==> src/rtl/atan2_arbiter.sv <==
// atan2_arbiter: round-robin sharing of one fully pipelined atan2 unit
// between N_REQ requesters. Each issued operation carries a {valid, id}
// tag down a LATENCY-deep shift register so the Q3.13 result coming back
// from the atan2 can be routed to the requester that issued it.
// Optional per-requester issue counters are enabled by defining
// ATAN2_ARB_STATS_EN, which adds the stat_count output.
module atan2_arbiter #(
  parameter int WIDTH   = 16,
  parameter int N_REQ   = 4,
  parameter int LATENCY = 4,
  localparam int IW     = $clog2(N_REQ)
) (
  input  logic                     clk,
  input  logic                     rst_n,
  input  logic                     flush,
  input  logic [N_REQ-1:0]         req_valid,
  output logic [N_REQ-1:0]         req_ready,
  input  logic [N_REQ*WIDTH-1:0]   req_y,
  input  logic [N_REQ*WIDTH-1:0]   req_x,
  output logic [WIDTH-1:0]         atan_y,
  output logic [WIDTH-1:0]         atan_x,
  input  logic [15:0]              atan_result,
  output logic [N_REQ-1:0]         resp_valid,
  output logic [IW-1:0]            resp_id,
  output logic [15:0]              resp_data
`ifdef ATAN2_ARB_STATS_EN
  ,
  output logic [N_REQ*16-1:0]      stat_count
`endif
);

  // One extra bit so rr + offset can exceed N_REQ before the wrap.
  localparam logic [IW:0] N_REQ_W = (IW+1)'(N_REQ);
  localparam logic [IW-1:0] LAST_ID = IW'(N_REQ - 1);

  logic [IW-1:0]    rr;
  logic             grant_any;
  logic [IW-1:0]    grant_id;
  logic [IW:0]      cand;
  logic [N_REQ-1:0] grant_oh;
  logic             issue;

  logic [LATENCY-1:0] tag_valid;
  logic [IW-1:0]      tag_id [LATENCY];

  // Round-robin search: walk offsets from high to low so the candidate
  // closest to the rr pointer is the one left standing.
  always_comb begin
    grant_any = 1'b0;
    grant_id  = '0;
    cand      = '0;
    for (int off = N_REQ - 1; off >= 0; off--) begin
      cand = {1'b0, rr} + (IW+1)'(off);
      if (cand >= N_REQ_W) begin
        cand = cand - N_REQ_W;
      end
      if (req_valid[cand[IW-1:0]]) begin
        grant_any = 1'b1;
        grant_id  = cand[IW-1:0];
      end
    end
  end

  // Grant is suppressed during flush and while reset is held, so nothing
  // is accepted that would later be dropped.
  always_comb begin
    issue     = grant_any & ~flush & rst_n;
    grant_oh  = {{(N_REQ-1){1'b0}}, 1'b1} << grant_id;
    req_ready = issue ? grant_oh : '0;
    atan_y    = issue ? req_y[grant_id*WIDTH +: WIDTH] : '0;
    atan_x    = issue ? req_x[grant_id*WIDTH +: WIDTH] : '0;
  end

  // Pointer moves just past the requester that transferred.
  always_ff @(posedge clk or negedge rst_n) begin
    if (!rst_n) begin
      rr <= '0;
    end else if (issue) begin
      rr <= (grant_id == LAST_ID) ? '0 : grant_id + 1'b1;
    end
  end

  // Tag shift register tracks which atan2 slots hold live operations.
  always_ff @(posedge clk or negedge rst_n) begin
    if (!rst_n) begin
      tag_valid <= '0;
      for (int i = 0; i < LATENCY; i++) begin
        tag_id[i] <= '0;
      end
    end else begin
      tag_valid[0] <= issue;
      tag_id[0]    <= grant_id;
      for (int i = 1; i < LATENCY; i++) begin
        tag_valid[i] <= tag_valid[i-1] & ~flush;
        tag_id[i]    <= tag_id[i-1];
      end
    end
  end

  // Response register: id and data only move on a live result and hold
  // otherwise.
  always_ff @(posedge clk or negedge rst_n) begin
    if (!rst_n) begin
      resp_valid <= '0;
      resp_id    <= '0;
      resp_data  <= '0;
    end else if (flush) begin
      resp_valid <= '0;
    end else if (tag_valid[LATENCY-1]) begin
      resp_valid <= {{(N_REQ-1){1'b0}}, 1'b1} << tag_id[LATENCY-1];
      resp_id    <= tag_id[LATENCY-1];
      resp_data  <= atan_result;
    end else begin
      resp_valid <= '0;
    end
  end

`ifdef ATAN2_ARB_STATS_EN
  generate
    for (genvar gi = 0; gi < N_REQ; gi++) begin : g_stat
      logic [15:0] cnt;
      // Saturating issue counter; flush does not touch it.
      always_ff @(posedge clk or negedge rst_n) begin
        if (!rst_n) begin
          cnt <= '0;
        end else if (req_ready[gi] && req_valid[gi] && (cnt != 16'hFFFF)) begin
          cnt <= cnt + 16'd1;
        end
      end
      assign stat_count[gi*16 +: 16] = cnt;
    end
  endgenerate
`endif

endmodule

==> config.mk <==
export PLATFORM = sky130hd
export DESIGN_NAME = atan2_arbiter
export DESIGN_NICKNAME = d
export VERILOG_FILES = /design/src/rtl/atan2_arbiter.sv
export SDC_FILE = /design/constraint.sdc
export NUM_CORES = 1
export LEC_CHECK = 0
export BUFFER_PORTS_ARGS = -buffer_cell sky130_fd_sc_hd__buf_4
export CAP_MARGIN = 30
export CORE_UTILIZATION = 36
export CTS_CLUSTER_SIZE = 30
export DETAILED_ROUTE_END_ITERATION = 8
export PLACE_DENSITY = 0.87
export SLEW_MARGIN = 20
export SYNTH_ARGS = -nofsm -noshare
export SYNTH_HDL_FRONTEND = slang
export SYNTH_SLANG_ARGS = --single-unit
==> constraint.sdc <==
create_clock -name clk -period 2 [get_ports clk]
set_clock_uncertainty 0.1 [all_clocks]
set_input_delay 0.2 -clock clk [delete_from_list [all_inputs] [get_ports clk]]
set_output_delay 0.2 -clock clk [all_outputs]
set_load 0.1 [all_outputs]
==> results.toml <==
[min_path]
hp-class = "in -> reg"
min_from = "atan_result[12]"
whs_path_depth = 3

[placed_design]
gp_congestion = 0.846
port-buffer-count = 208
place.detailed.hpwl_um = 7590

[worst_setup_path]
crit_family = "buffers and inverters"
crit_path_end_kind = "output pin"
r2r_slack_ns = -0.11
path_max_fanout = 6
worst-path-stages = 9
critical_path_class = "reg -> out"
critPathBufInv = 4
r2r-start = "rr[0]$_DFFE_PN0P_"
reg2reg_depth = 9
cp_data_arrival_time_ns = 2.41
startpoint = "rr[0]$_DFFE_PN0P_"
slowest_stage = "dfrtp_2"
startpoint_type = "register"
cp_slowest_stage_delay_ns = 0.45
crit_required_ns = 1.70
crit_chain = "nor2b_4 > a31oi_1 > o211ai_1 > buf_4 > buf_4 > clkbuf_16 > mux2i_4 > o22ai_4 > buf_12"
critPathMostFrequentCell = "buf_4"

[layout]
fin_nets = 628
mostFrequentLayoutCells = "buf_4, nand2_1, buf_12, dfrtp_1, o22ai_4"
utilization_pct = 86.9
drive_above_1_share_pct = 75.3
multi_input_area_um2 = 2280
syn2layout_area_growth_pct = 133
fill_cells = 289
final_common_cell = "buf_4"
insertedDiodeCount = 0
regArea_um2 = 903

[routing]
drt.antenna.violating_nets = 0
vias_per_cell = 5.36
wl_per_cell_um = 24.4
vias = 3058
routed_wl_um = 13900
first_pass_iters = 4
drc = 0
drt_first_iter_violations = 240

[clocking]
clock-root-buffer = "clkbuf_8"
clk_pin_slew_ns = 0.08
clock_latency_ns = 0.28
clock_sinks = 36
ctsHtreeMaxLevel = 2
tritoncts = "yes"
cts_buffers = 5
cts_max_path_buffers = 2

[power_and_ir_drop]
combPwrFrac_pct = 71.3
power_density_nw_per_um2 = 930
p_leak_nw = 2.61
total_power_mw = 5.49
seq_power_share_pct = 17.1
peakVddDrop_v = 0.000496
p_sw_mw = 2.63
switching_share_pct = 48.0
pwr-share-clk_pct = 11.6
internal_power_mw = 2.86

[yosys]
avgSynthCellArea_um2 = 10.6
ys_types = 31
syn_inst = 240
synth_edf_count = 0
synth_area_um2 = 2530
synth_seq_cells = 36
netlist.area_leader.share_pct = 35.6
ys_seq_area_share_pct = 35.6
async_reset_ff_share_pct = 100
synthTopCellsByArea = "dfrtp_1, mux2i_1, o22ai_2"
syn_nets = 395
synthFlopType = "dfrtp_1"
yosys_warnings = 0
synth_top_area_cell = "dfrtp_1"

[floorplan]
die_y_um = 85.9
fp.dieW_um = 85.9
core_um2 = 6790
rows = 30
initial_utilization_pct = 37.3
die_area_um2 = 7370
num_io_pins = 209

[global_routing]
grt_overflow = 0
antenna_found_initial = 0
met1_usage_pct = 37.0
grt_first_pass_wirelength_um = 18400
grt_max_degree = 37
grt_use_total_pct = 33.9
busiest_layer = "met2"
use_met3_pct = 10.0
use_met2_pct = 59.3
grt_pass1_vias = 3281

[flow_run]
maxCapViolCount = 0

[timing]
finalSetupViolations = 38
worst_pin_slew_ns = 0.711
final_hold_viol_count = 0
max_freq_mhz = 369
slew_violations = 0
fin_ws_ns = -0.713
slew_headroom_pct = 52.6
rsz0062_at_grt = "yes"
fin_crit_ns = 2.71
fin_crit_sh_pct = 136
hold_slack_ns = 0.00611
fin_setup_tns_ns = -23.15

[status]
failed_checks = "setup timing"
status = "finished, violations left"
## metal layers
| metal | vias up | share of wire (%) |
|---|---|---|
| met5 | - | 0 |
| met4 | 0 | 4.3 |
| met3 | 50 | 9.1 |
| met2 | 198 | 49 |
| met1 | 1477 | 37 |
| li1 | 1333 | - |
## through the flow
step	instances	area, µm²	setup WS, ns
2_1_floorplan	240	2810	-0.285
3_3_place_gp	546	4580	-0.177
3_5_place_dp	546	4580	-0.214
4_1_cts	566	5600	-0.445
5_1_grt	570	5900	-0.819
6_report	570	5900	-0.713
## flip-flops by register name (all words and copies together), names as in the netlist
register / flops
tag_id: 8
tag_valid: 4
resp_data: 16
resp_id: 2
rr: 2
resp_valid: 4
## path summary, 6_finish.rpt
path	to
min reg2reg	tag_id[5]$_DFF_PN0_
max	atan_x[12]
max in group asynchronous	rr[1]$_DFFE_PN0P_
max reg2reg	rr[1]$_DFFE_PN0P_
min	resp_data[12]$_DFFE_PN0P_
min in group asynchronous	tag_valid[0]$_DFF_PN0_
## repair_timing
action / in CTS / in global routing
hold endpoints to repair: 36 / 0
pin swaps: 15 / 7
gates cloned: 3 / 3
buffers inserted: 8 / 2
hold buffers: 1 / 0
gates resized for setup: 170 / 46
endpoints found under the setup margin: 36 / 37
## cell type report
class                   count  area share, %
clock buffers               5           1.17
clock inverters             3          0.720
inverters                   3          0.233
multi-input cells         184           38.6
repair buffers            243           41.9
well taps                  96           2.03
flip-flops and latches     36           15.3
## worst min-delay path, stage by stage
cell	delay, ns
buf_4	0.08
nand2_1	0.04
nand2_1	0.05
## cells by family (layout without fill, tap and decap cells)
family	Yosys count	count (layout)	share of synthesized area (%)
muxes	65	65	25.7
DFF	36	36	35.6
adders and majority gates	4	4	1.98
and+or+nand+nor	76	76	14.2
AOI/OAI and AO/OA	39	39	16.8
buffers and inverters	20	254	5.73
## synthesized netlist by cell type (all sizes together) (2+ instances only)
library cell   n
inv            3
o22ai         32
ha             4
nand2         57
dfrtp         36
o21ai          2
nand2b         2
nor3b          3
mux2i         65
nor2b          6
buf           13
and2           4
clkbuf         4
## power groups by stage
stage          sequential (mW)  clock, mW  combinational [mW]
2_1_floorplan             1.42          0                1.61
3_5_place_dp             0.942          0                2.82
5_1_grt                  0.951      0.681                4.01
4_1_cts                  0.926      0.636                3.54
6_report                 0.939      0.636                3.92
3_3_place_gp             0.928          0                2.78
No activity file was read; power rests on OpenSTA's default activity.
